===== config.mk =====
export PLATFORM = sky130hd
export DESIGN_NAME = uart_io_ctrl
export DESIGN_NICKNAME = d
export VERILOG_FILES = /design/src/rtl/io_pkg.sv /design/src/rtl/byte_fifo.sv /design/src/rtl/uart_io_ctrl.sv
export SDC_FILE = /design/constraint.sdc
export NUM_CORES = 1
export LEC_CHECK = 0
export BUFFER_PORTS_ARGS = -buffer_cell sky130_fd_sc_hd__buf_4
export CAP_MARGIN = 20
export CORE_ASPECT_RATIO = 1.1
export CORE_MARGIN = 3
export CORE_UTILIZATION = 50
export CTS_CLUSTER_DIAMETER = 150
export CTS_CLUSTER_SIZE = 16
export DETAILED_ROUTE_END_ITERATION = 12
export PLACE_DENSITY = 0.68
export RECOVER_POWER = 25
export SETUP_SLACK_MARGIN = 0.3
export SYNTH_ARGS = -nofsm -noshare
export SYNTH_HDL_FRONTEND = slang
export SYNTH_SLANG_ARGS = --single-unit

===== constraint.sdc =====
create_clock -name CLK -period 3.95 [get_ports CLK]
set_input_delay 0.5925 -clock CLK [delete_from_list [all_inputs] [get_ports CLK]]
set_output_delay 0.5925 -clock CLK [all_outputs]
set_load 0.01 [all_outputs]

===== src/rtl/io_pkg.sv =====
// Shared UART byte-stream constants and types, also used by the program
// loader and the core.
package io_pkg;
  localparam int UART_BYTE_W          = 8;
  localparam int RX_DEPTH_LOG2_DEFAULT = 4;
  localparam int TX_DEPTH_LOG2_DEFAULT = 4;

  typedef logic [UART_BYTE_W-1:0] uart_byte_t;
endpackage


===== src/rtl/byte_fifo.sv =====
// Byte FIFO with a first-word-fall-through head. Pointers wrap modulo the
// depth, and a separate count register tells a full FIFO from an empty one.
module byte_fifo
  import io_pkg::*;
#(
  parameter int DEPTH_LOG2 = 4
) (
  input  logic       clk_i,
  input  logic       rst_i,
  input  logic       clear_i,
  input  logic       push_i,
  input  logic       pop_i,
  input  uart_byte_t data_i,
  output uart_byte_t data_o,
  output logic       full_o,
  output logic       empty_o
);
  localparam int DEPTH = 1 << DEPTH_LOG2;

  uart_byte_t            mem_q [DEPTH];
  logic [DEPTH_LOG2-1:0] wr_ptr_q, wr_ptr_d;
  logic [DEPTH_LOG2-1:0] rd_ptr_q, rd_ptr_d;
  logic [DEPTH_LOG2:0]   count_q, count_d;
  logic                  do_push, do_pop;

  assign full_o  = (count_q == (DEPTH_LOG2+1)'(DEPTH));
  assign empty_o = (count_q == '0);

  // When the FIFO is full, a push is accepted only if the same cycle also
  // pops. The write then reuses the slot being vacated.
  assign do_pop  = pop_i && !empty_o;
  assign do_push = push_i && (!full_o || do_pop);

  // Present zero when empty so the head never exposes a stale byte.
  assign data_o = empty_o ? '0 : mem_q[rd_ptr_q];

  always_comb begin
    wr_ptr_d = wr_ptr_q;
    rd_ptr_d = rd_ptr_q;
    count_d  = count_q;
    if (do_push) wr_ptr_d = wr_ptr_q + DEPTH_LOG2'(1);
    if (do_pop)  rd_ptr_d = rd_ptr_q + DEPTH_LOG2'(1);
    case ({do_push, do_pop})
      2'b10:   count_d = count_q + (DEPTH_LOG2+1)'(1);
      2'b01:   count_d = count_q - (DEPTH_LOG2+1)'(1);
      default: count_d = count_q;
    endcase
  end

  always_ff @(posedge clk_i) begin
    if (rst_i || clear_i) begin
      wr_ptr_q <= '0;
      rd_ptr_q <= '0;
      count_q  <= '0;
    end else begin
      wr_ptr_q <= wr_ptr_d;
      rd_ptr_q <= rd_ptr_d;
      count_q  <= count_d;
    end
  end

  always_ff @(posedge clk_i) begin
    if (do_push) mem_q[wr_ptr_q] <= data_i;
  end
endmodule


===== src/rtl/uart_io_ctrl.sv =====
// Schedules the single UART byte stream between the loader (LOAD mode), the
// IN/OUT instructions of the core (EXEC mode) and the UART sender.
module uart_io_ctrl
  import io_pkg::*;
#(
  parameter int RX_DEPTH_LOG2 = RX_DEPTH_LOG2_DEFAULT,
  parameter int TX_DEPTH_LOG2 = TX_DEPTH_LOG2_DEFAULT
) (
  input  logic                   CLK,
  input  logic                   RST,
  input  logic                   mode_load,
  input  logic [UART_BYTE_W-1:0] rx_data,
  input  logic                   rx_valid,
  output logic [UART_BYTE_W-1:0] tx_data,
  output logic                   tx_valid,
  input  logic                   tx_ready,
  output logic [UART_BYTE_W-1:0] load_data,
  output logic                   load_valid,
  input  logic                   in_req,
  output logic [UART_BYTE_W-1:0] in_data,
  output logic                   in_ack,
  input  logic                   out_req,
  input  logic [UART_BYTE_W-1:0] out_data,
  output logic                   out_ack,
  output logic                   rx_overflow
);
  logic       rx_push, rx_full, rx_empty;
  logic       tx_full, tx_empty, tx_pop;
  logic       load_valid_q, load_valid_d;
  uart_byte_t load_data_q, load_data_d;
  logic       overflow_q, overflow_d;

  assign rx_push = rx_valid && !mode_load;
  assign in_ack  = in_req && !rx_empty && !mode_load;

  // The RX FIFO is cleared every LOAD-mode cycle, so no stale program bytes
  // are left for IN once execution starts.
  byte_fifo #(.DEPTH_LOG2(RX_DEPTH_LOG2)) u_rx_fifo (
    .clk_i   (CLK),
    .rst_i   (RST),
    .clear_i (mode_load),
    .push_i  (rx_push),
    .pop_i   (in_ack),
    .data_i  (rx_data),
    .data_o  (in_data),
    .full_o  (rx_full),
    .empty_o (rx_empty)
  );

  // out_ack looks only at the current fill level. A pop in the same cycle
  // frees a slot for the next cycle, not for this one.
  assign out_ack  = out_req && !tx_full;
  assign tx_valid = !tx_empty;
  assign tx_pop   = tx_valid && tx_ready;

  byte_fifo #(.DEPTH_LOG2(TX_DEPTH_LOG2)) u_tx_fifo (
    .clk_i   (CLK),
    .rst_i   (RST),
    .clear_i (1'b0),
    .push_i  (out_ack),
    .pop_i   (tx_pop),
    .data_i  (out_data),
    .data_o  (tx_data),
    .full_o  (tx_full),
    .empty_o (tx_empty)
  );

  always_comb begin
    load_valid_d = rx_valid && mode_load;
    load_data_d  = load_valid_d ? rx_data : load_data_q;
    overflow_d   = overflow_q || (rx_push && rx_full && !in_ack);
  end

  always_ff @(posedge CLK) begin
    if (RST) begin
      load_valid_q <= 1'b0;
      load_data_q  <= '0;
      overflow_q   <= 1'b0;
    end else begin
      load_valid_q <= load_valid_d;
      load_data_q  <= load_data_d;
      overflow_q   <= overflow_d;
    end
  end

  assign load_valid  = load_valid_q;
  assign load_data   = load_data_q;
  assign rx_overflow = overflow_q;
endmodule

Word level (Yosys, flattened, before mapping)

Memory sizes are Yosys's and may differ from the RTL's. A register that Yosys moved wholly into a read port is not among the register bits.
Index checks and enable logic that the tools add are counted.

Flip-flop bits (word level): 36
RAM bits: 256
Memories: 2

Memory list:

| memory          | words | bits a word | read ports | clocked after Yosys merged registers in | wr ports | RTL line        | text |
|---|---|---|---|---|---|---|---|
| u_rx_fifo.mem_q | 16    | 8           | 1          | 1                                       | 1        | byte_fifo.sv:20 | `uart_byte_t mem_q [DEPTH];` |
| u_tx_fifo.mem_q | 16    | 8           | 1          | 1                                       | 1        | byte_fifo.sv:20 |  |

$add $sub $neg: 8
Equality and inequality tests: 6
Muxes and demuxes: 12
Reductions and logical operators: 26

Operators with widths:

| kind                  | count |
|---|---|
| $pmux W5 S2           | 2 |
| $add A4 B1 Y4 const B | 4 |
| $mux W4               | 4 |
| $mux W8               | 2 |
| $logic_and A1 B1 Y1   | 12 |
| $add A5 B1 Y5 const B | 2 |
| $eq A5 B5 Y1 const B  | 2 |
| $logic_not A5 Y1      | 2 |
| $sub A5 B1 Y5 const B | 2 |
| $logic_not A1 Y1      | 6 |
| $eq A2 B1 Y1 const B  | 2 |
| $eq A2 B2 Y1 const B  | 2 |
| $logic_or A1 B1 Y1    | 4 |
| $mux W1               | 4 |
| $reduce_bool A2 Y1    | 2 |

Depth between registers and ports, before layout

Gate-level depths: netlist of run 1.

Depth after elaboration: 9
Mapped depth: 14
Depth with buffers taken out: 10

Cells and area by module

From an unflattened synthesis of run 1, not the netlist that was laid out.

Cells, all modules: 728
Area total of the unflattened synthesis: 12426.9 um^2

Modules (own cells, without submodules):

| module                 | instances | cells an instance | area each (um^2) |
|---|---|---|---|
| byte_fifo at u_rx_fifo | 1         | 339               | 5977.0 |
| byte_fifo at u_tx_fifo | 1         | 339               | 5974.5 |
| uart_io_ctrl           | 1         | 50                | 475.5 |

Worst setup path before layout of run 1

No wires, ideal clock.

Path type: register to register
Start point: reg u_rx_fifo.count_q[1]
End point: reg u_rx_fifo.count_q[2]
Arrival: 2.861 ns
Slack: 1.017 ns
Stages on the path, launching flop included: 15
Buffers on the path: 4
Clock period less this slack: 2.933 ns
Path through: dfxtp_1 buf_6 or4_4 buf_6 o21a_4 clkinv_2 buf_8 ha_1 clkbuf_1 xor2_1 ha_1 a21oi_1 xor2_1 or3_1 a21oi_1

Longest elaborated chain between the ends: 9

Ends and longest elaborated chain:

| what                                              | RTL line                            | text |
|---|---|---|
| from (decl)                                       | byte_fifo.sv:23                     | `logic [DEPTH_LOG2:0] count_q, count_d;` |
| from (signal assigned)                            | byte_fifo.sv:58                     | `count_q <= count_d;` |
| $logic_not A5 Y1                                  | byte_fifo.sv:27                     | `assign empty_o = (count_q == '0);` |
| $logic_not A1 Y1                                  | byte_fifo.sv:31, uart_io_ctrl.sv:34 |  |
| $logic_and A1 B1 Y1 (2 in series)                 | uart_io_ctrl.sv:34                  | `assign in_ack = in_req && !rx_empty && !mode_load;` |
| $logic_and A1 B1 Y1                               | byte_fifo.sv:31                     | `assign do_pop = pop_i && !empty_o;` |
| $logic_or A1 B1 Y1                                | byte_fifo.sv:32                     | `assign do_push = push_i && (!full_o \|\| do_pop);` |
| $logic_and A1 B1 Y1                               | byte_fifo.sv:32                     |  |
| $eq A2 B1 Y1 or $eq A2 B2 Y1 (tied branches)      | byte_fifo.sv:43                     | `case ({do_push, do_pop})` |
| $pmux W5 S2 or $reduce_bool A2 Y1 (tied branches) | --                                  |  |

Parallel ways exist; a longest one is shown, timed or not.
A chain may end at the register's enable or synchronous reset.

==> metrics.txt, run 1 <==
cts hold-fix bufs 0; #FFs+latches synth 300; share of cells above drive strength 1 around a fifth; pins over their slew limit 0; CP required 3360 ps; post-synthesis cell area 12100 µm²; Post-synth top flop edfxtp_1; Pre-antenna DRT Iters 4; Std-Cell Rows 59; static leakage 0.00429 µW; # fillers about 1800; commonest non-fill, non-tap cells in the layout edfxtp_1, mux4_2, buf_4; # diodes 0; Overall Global Routing Usage roughly 18%; status finished, final reports clean; Peak Freq between 200 and 300 MHz; Die Y 169 µm; maximum vdd drop approximately 0.38 mV; Slowest-stage cell, CP dfxtp_1; global placer's final weighted congestion ~0.81; largest net degree at the start of global routing 33; CTS tree built; Tcrit/Tclk final between 80% and 90%; area of the multi-input gates between 3000 and 4000 µm²; CP Class reg2out; nets between 700 and 800; Top delay family on crit path flip-flops; CTS Buffer Depth 3; buffers plus inverters on the worst setup path 2; CP max stage delay 900 ps; wire length per cell around 22 µm; via count between 6000 and 7000; Syn Nets 724; Worst-Skew Late Latency about 520 ps; global-route wire length before repair roughly 36000 µm; CTS buffer count 22; initial DRC count ~400; Final Hold Viols 0; Hold WS 412 ps; H-tree Lvls 1; most common cell after layout, fill and taps aside edfxtp_1; register area 8570 µm²; Synth Warn # 0; vias in the first global route roughly 6300; Synth area leaders edfxtp_1, mux4_2, dfxtp_1; # setup viols final 0; Die X around 150 µm; Async S/R FF share, synth 0%; DR vias/cell 5.79; Layout area overhead 10.5%; Max-cap violations 0; RSZ-0062 raised after global routing false; slew margin rel. between 30% and 40%; clk slew on worst S/H paths about 70 ps; design area around 13000 µm²; grt total ovfl 0; CP startpoint kind flip-flop; HP Class in2reg; cell count after synthesis around 700; starting density of the core between 50% and 60%; initial antenna violation count 0; PortBufs a little over 50; Tmin final roughly 3400 ps; Crit. End Element output port; sequential element share of the synthesized area 70.9%; dpl hpwl 14900 µm; Area after DPL between 10000 and 15000 µm²; Power per Cell Area about 490 nW/µm²; post-synth top area cell edfxtp_1; DRC 0; Routed Antenna Nets 0; Yosys cell types 55; drt total wl approximately 23000 µm; worst path cell trace buf_4 -> mux4_2 -> a211oi_1 -> a211oi_1 -> buf_4; Worst Tran Pin Value about 970 ps; # IOs 52; Worst Skew just under 20 ps; Core ar. 23700 µm²; die area 26100 µm²; post-CTS setup buffers 0; worst path arrival time around 2800 ps; CTS resizes 0; Setup TNS Final 0 ps; CP Max Fanout 17; Mapped Avg Cell Area 17.7 µm²; Root Driver clkbuf_16; CTS sink count 300; EDFF count, synth 256; Yosys top cell area share 63.6%
## kinds of logic after synthesis
kind of cell	share of synthesized area, %
muxes	14.3
xor gates and xnor gates	1.01
adders and majority gates	2.03
DFF	70.9
buffers and inverters	2.23
and+or+nand+nor	5.61
AOI/OAI and AO/OA	3.94
## metrics by stage
stage          util [%]  cells  setup WS [ps]  total power, µW
3_3_place_gp       53.8   1011            995             4460
6_report           56.4   1051            567             6530
3_5_place_dp       53.8   1011            921             4500
4_1_cts            56.6   1051            534             6600
5_1_grt            56.4   1051            412             6800
2_1_floorplan         -    682           1020             4140
## area by class of cell
cell class,count,area share [%]
flip-flops and latches,300,64.1
multi-input cells,325,24.3
clock buffers,38,4.57
repair buffers,66,3.34
well taps,305,2.85
inverters,15,0.431
clock inverters,2,0.346
## layer usage
layer / up-vias / track usage (%) / share of wire [%]
met1: 3130 / 22.9 / 41
li1: 2789 / - / -
met2: 141 / 31.7 / 53
met3: 30 / 2.63 / 5.0
met4: 0 / 3.99 / 1.7
met5: - / 0 / 0
## sequential cells by signal (all words and copies together) (netlist names), 4 cells and up, named ones only
register / count
u_tx_fifo.wr_ptr_q: 4
u_rx_fifo.mem_q: 128
u_tx_fifo.count_q: 5
u_rx_fifo.count_q: 5
load_data: 8
u_rx_fifo.wr_ptr_q: 4
u_tx_fifo.rd_ptr_q: 4
u_tx_fifo.mem_q: 128
u_rx_fifo.rd_ptr_q: 4
## synth_stat cells, drive strengths merged, types with 2 or more instances
cell / number
edfxtp: 256
mux4: 64
dfxtp: 44
nor2: 44
mux2i: 29
buf: 25
a21oi: 18
ha: 18
a211oi: 17
clkbuf: 17
nand2: 17
nand3: 16
inv: 14
xor2: 11
nor2b: 9
o22ai: 8
and3: 7
nor4: 6
o211ai: 6
o21ai: 6
or4: 6
and2: 5
nor3: 5
nand2b: 4
or3: 4
o21a: 3
xnor2: 3
a21o: 2
nor3b: 2
nor4bb: 2
o31ai: 2
## power by group
part / internal [µW] / switching (µW)
Clock: 1120 / 995
Sequential: 3510 / 63.1
Combinational: 354 / 488
Total: 4990 / 1550
## final timing paths
kind                                startpoint                                 to  slack, ps  cells past startpoint
max                                  flip-flop                         tx_data[2]        570                      5
min                                 rx_data[7]   u_rx_fifo.mem_q[15][7]$_DFFE_PP_        410                      1
max reg2reg  u_tx_fifo.count_q[0]$_SDFFE_PP0P_  u_tx_fifo.count_q[4]$_SDFFE_PP0P_        900                      9
min reg2reg          load_data[4]$_SDFFE_PP0P_          load_data[4]$_SDFFE_PP0P_        470                      2
Note: power is estimated with default switching activity, not from simulation.
==> run 2, diff against run 1 <==
CTS_BUF_LIST = sky130_fd_sc_hd__clkbuf_8   (was default)
==> run 2 against run 1 <==
  * Register-to-register slack is essentially flat
  * Die area unchanged
  * Via count down 0.57%
  * Worst setup slack worse by 51 ps
  * Highest routed layer unchanged
==> metrics.txt, run 2 (synthesis results as in run 1) <==
hold depth 3 (+2); commonest non-fill, non-tap cells in the layout edfxtp_1, mux4_2, buf_4; worst path arrival time 2840 ps (+50 ps); CP required 3360 ps (about the same); Die Y 169 µm (unchanged); Tcrit/Tclk final 86.9% (+1.3 points); CTS sink count 300 (unchanged); starting density of the core 51.0% (unchanged); RR Startpoint u_tx_fifo.count_q[0]$_SDFFE_PP0P_; initial antenna violation count 0 (unchanged); HP Class in2reg; Worst-Skew Late Latency 560 ps (+40 ps); Power per Cell Area 454 nW/µm² (-7.2%); Peak Freq 291 MHz (-1.5%); CTS resizes 0 (unchanged); Max-cap violations 0 (unchanged); Overall Global Routing Usage 17.6% (-0.069 points); slew margin rel. 36.2% (+0.77 points); CP startpoint kind flip-flop; pins over their slew limit 0 (unchanged); Crit. End Element output port; drt total wl 22600 µm (-0.14%); post-CTS setup buffers 0 (unchanged); Die X 154 µm (unchanged); # fillers 1797 (+1.9%); vias in the first global route 6338 (-0.17%); Worst Tran Pin Value 956 ps (-11.5 ps); Pre-antenna DRT Iters 4 (unchanged); Layout area overhead 8.36%; setup ws final 516 ps (-51.2 ps); CTS tree built; CP Max Fanout 17 (unchanged); global-route wire length before repair 36000 µm (-0.34%); GR Layer Usage met3 2.86% (+0.23 points); CTS Buffer Depth 3 (unchanged); grt total ovfl 0 (unchanged); die area 26100 µm² (unchanged); cts hold-fix bufs 0 (unchanged); Worst Skew 13.2 ps (-6.34 ps); H-tree Lvls 1 (unchanged); reg-to-reg slack, setup 900 ps (about the same); hold path endpoint load_data[7]$_SDFFE_PP0P_; largest net degree at the start of global routing 33 (unchanged); nets 772 (unchanged); DR vias/cell 5.76 (-0.57%); r2r worst-path depth 9 (unchanged); clk slew on worst S/H paths 100 ps (+30 ps); Std-Cell Rows 59 (unchanged); grt met2 use 31.2% (-0.51 points); wire length per cell 21.5 µm (-0.14%); most common cell after layout, fill and taps aside edfxtp_1; HP Start rx_valid; # diodes 0 (unchanged); share of cells above drive strength 1 20.5% (-0.27 points); RSZ-0062 raised after global routing false; Tmin final 3430 ps (+51.2 ps); Setup WS pre-CTS 921 ps (unchanged); initial DRC count 354 (-12%); DRC 0 (unchanged); static leakage 0.00423 µW (-1.3%); PortBufs 51 (unchanged); end of the worst register-to-register path u_tx_fifo.count_q[4]$_SDFFE_PP0P_; via count 6055 (-0.57%); status finished, final reports clean; Routed Antenna Nets 0 (unchanged); Core ar. 23700 µm² (unchanged); CP Class reg2out; gr busiest metal met2; M1 GR Usage 23.2% (+0.24 points); # setup viols final 0 (unchanged); Root Driver clkbuf_8; global placer's final weighted congestion 0.811 (unchanged); Final Hold Viols 0 (unchanged); Setup TNS Final 0 ps (unchanged); Final Core Density 55.3% (-1.1 points); CTS buffer count 22 (unchanged); Hold WS 379 ps (-33.2 ps); # IOs 52 (unchanged); maximum vdd drop 0.310 mV (-18%); dpl hpwl 14900 µm (unchanged)
## run 2: changes by cell type in the layout (fill, tap and decap cells not counted)
| cell | before | now |
|---|---|---|
| inv_6 | 0 | 1 |
| clkbuf_16 | 22 | 0 |
| buf_4 | 53 | 51 |
| clkinv_8 | 1 | 0 |
| inv_1 | 14 | 30 |
| clkbuf_1 | 29 | 15 |
| clkbuf_8 | 0 | 22 |
## run 2: layout make-up
| type | count | area [µm²] | share of cell area, % |
|---|---|---|---|
| multi-input combinational | 325 | 3250 | 24.8 |
| clock buffer | 22 | 303 | 2.31 |
| timing repair buffer | 66 | 439 | 3.35 |
| sequential | 300 | 8570 | 65.4 |
| tap | 305 | 382 | 2.91 |
| clock inverter | 18 | 98.8 | 0.754 |
| inverter | 15 | 57.6 | 0.439 |
## run 2: where the power goes
group | switching [µW] | internal [µW] | leakage [µW]
logic | 487 | 353 | 0.00130
registers | 63.2 | 3510 | 0.00267
clock network | 936 | 594 | 0.000262
total | 1490 | 4460 | 0.00423
## run 2: per-layer routing
layer  vias to the layer above  part of all wire [%]
met1                      3100                    41
met4                         0                   1.6
met3                        28                   4.9
met5                         -                     0
met2                       143                    52
li1                       2784                     -
## run 2: through the flow
stage	total power [µW]	cell area, µm²	instances
after floorplan	4140	12100	682
after global placement	4460	12800	1011
after detailed placement	4500	12800	1011
after CTS	6000	13200	1051
after global routing	6210	13100	1051
final	5940	13100	1051
## run 2: critical path, stage by stage (launching register included)
cell and delay, ps:
dfxtp_1 920, buf_4 360, mux4_2 330, a211oi_1 370, a211oi_1 110, buf_4 190
## run 2: worst max-delay path by stage
stage | endpoint | cells past startpoint
global route | tx_data[2] | 5
detailed placement | u_tx_fifo.count_q[4]$_SDFFE_PP0P_ | 9
CTS | tx_data[3] | 5
finish | tx_data[3] | 5
global placement | u_tx_fifo.count_q[4]$_SDFFE_PP0P_ | 9
floorplan | u_rx_fifo.count_q[2]$_SDFFE_PP0P_ | 14
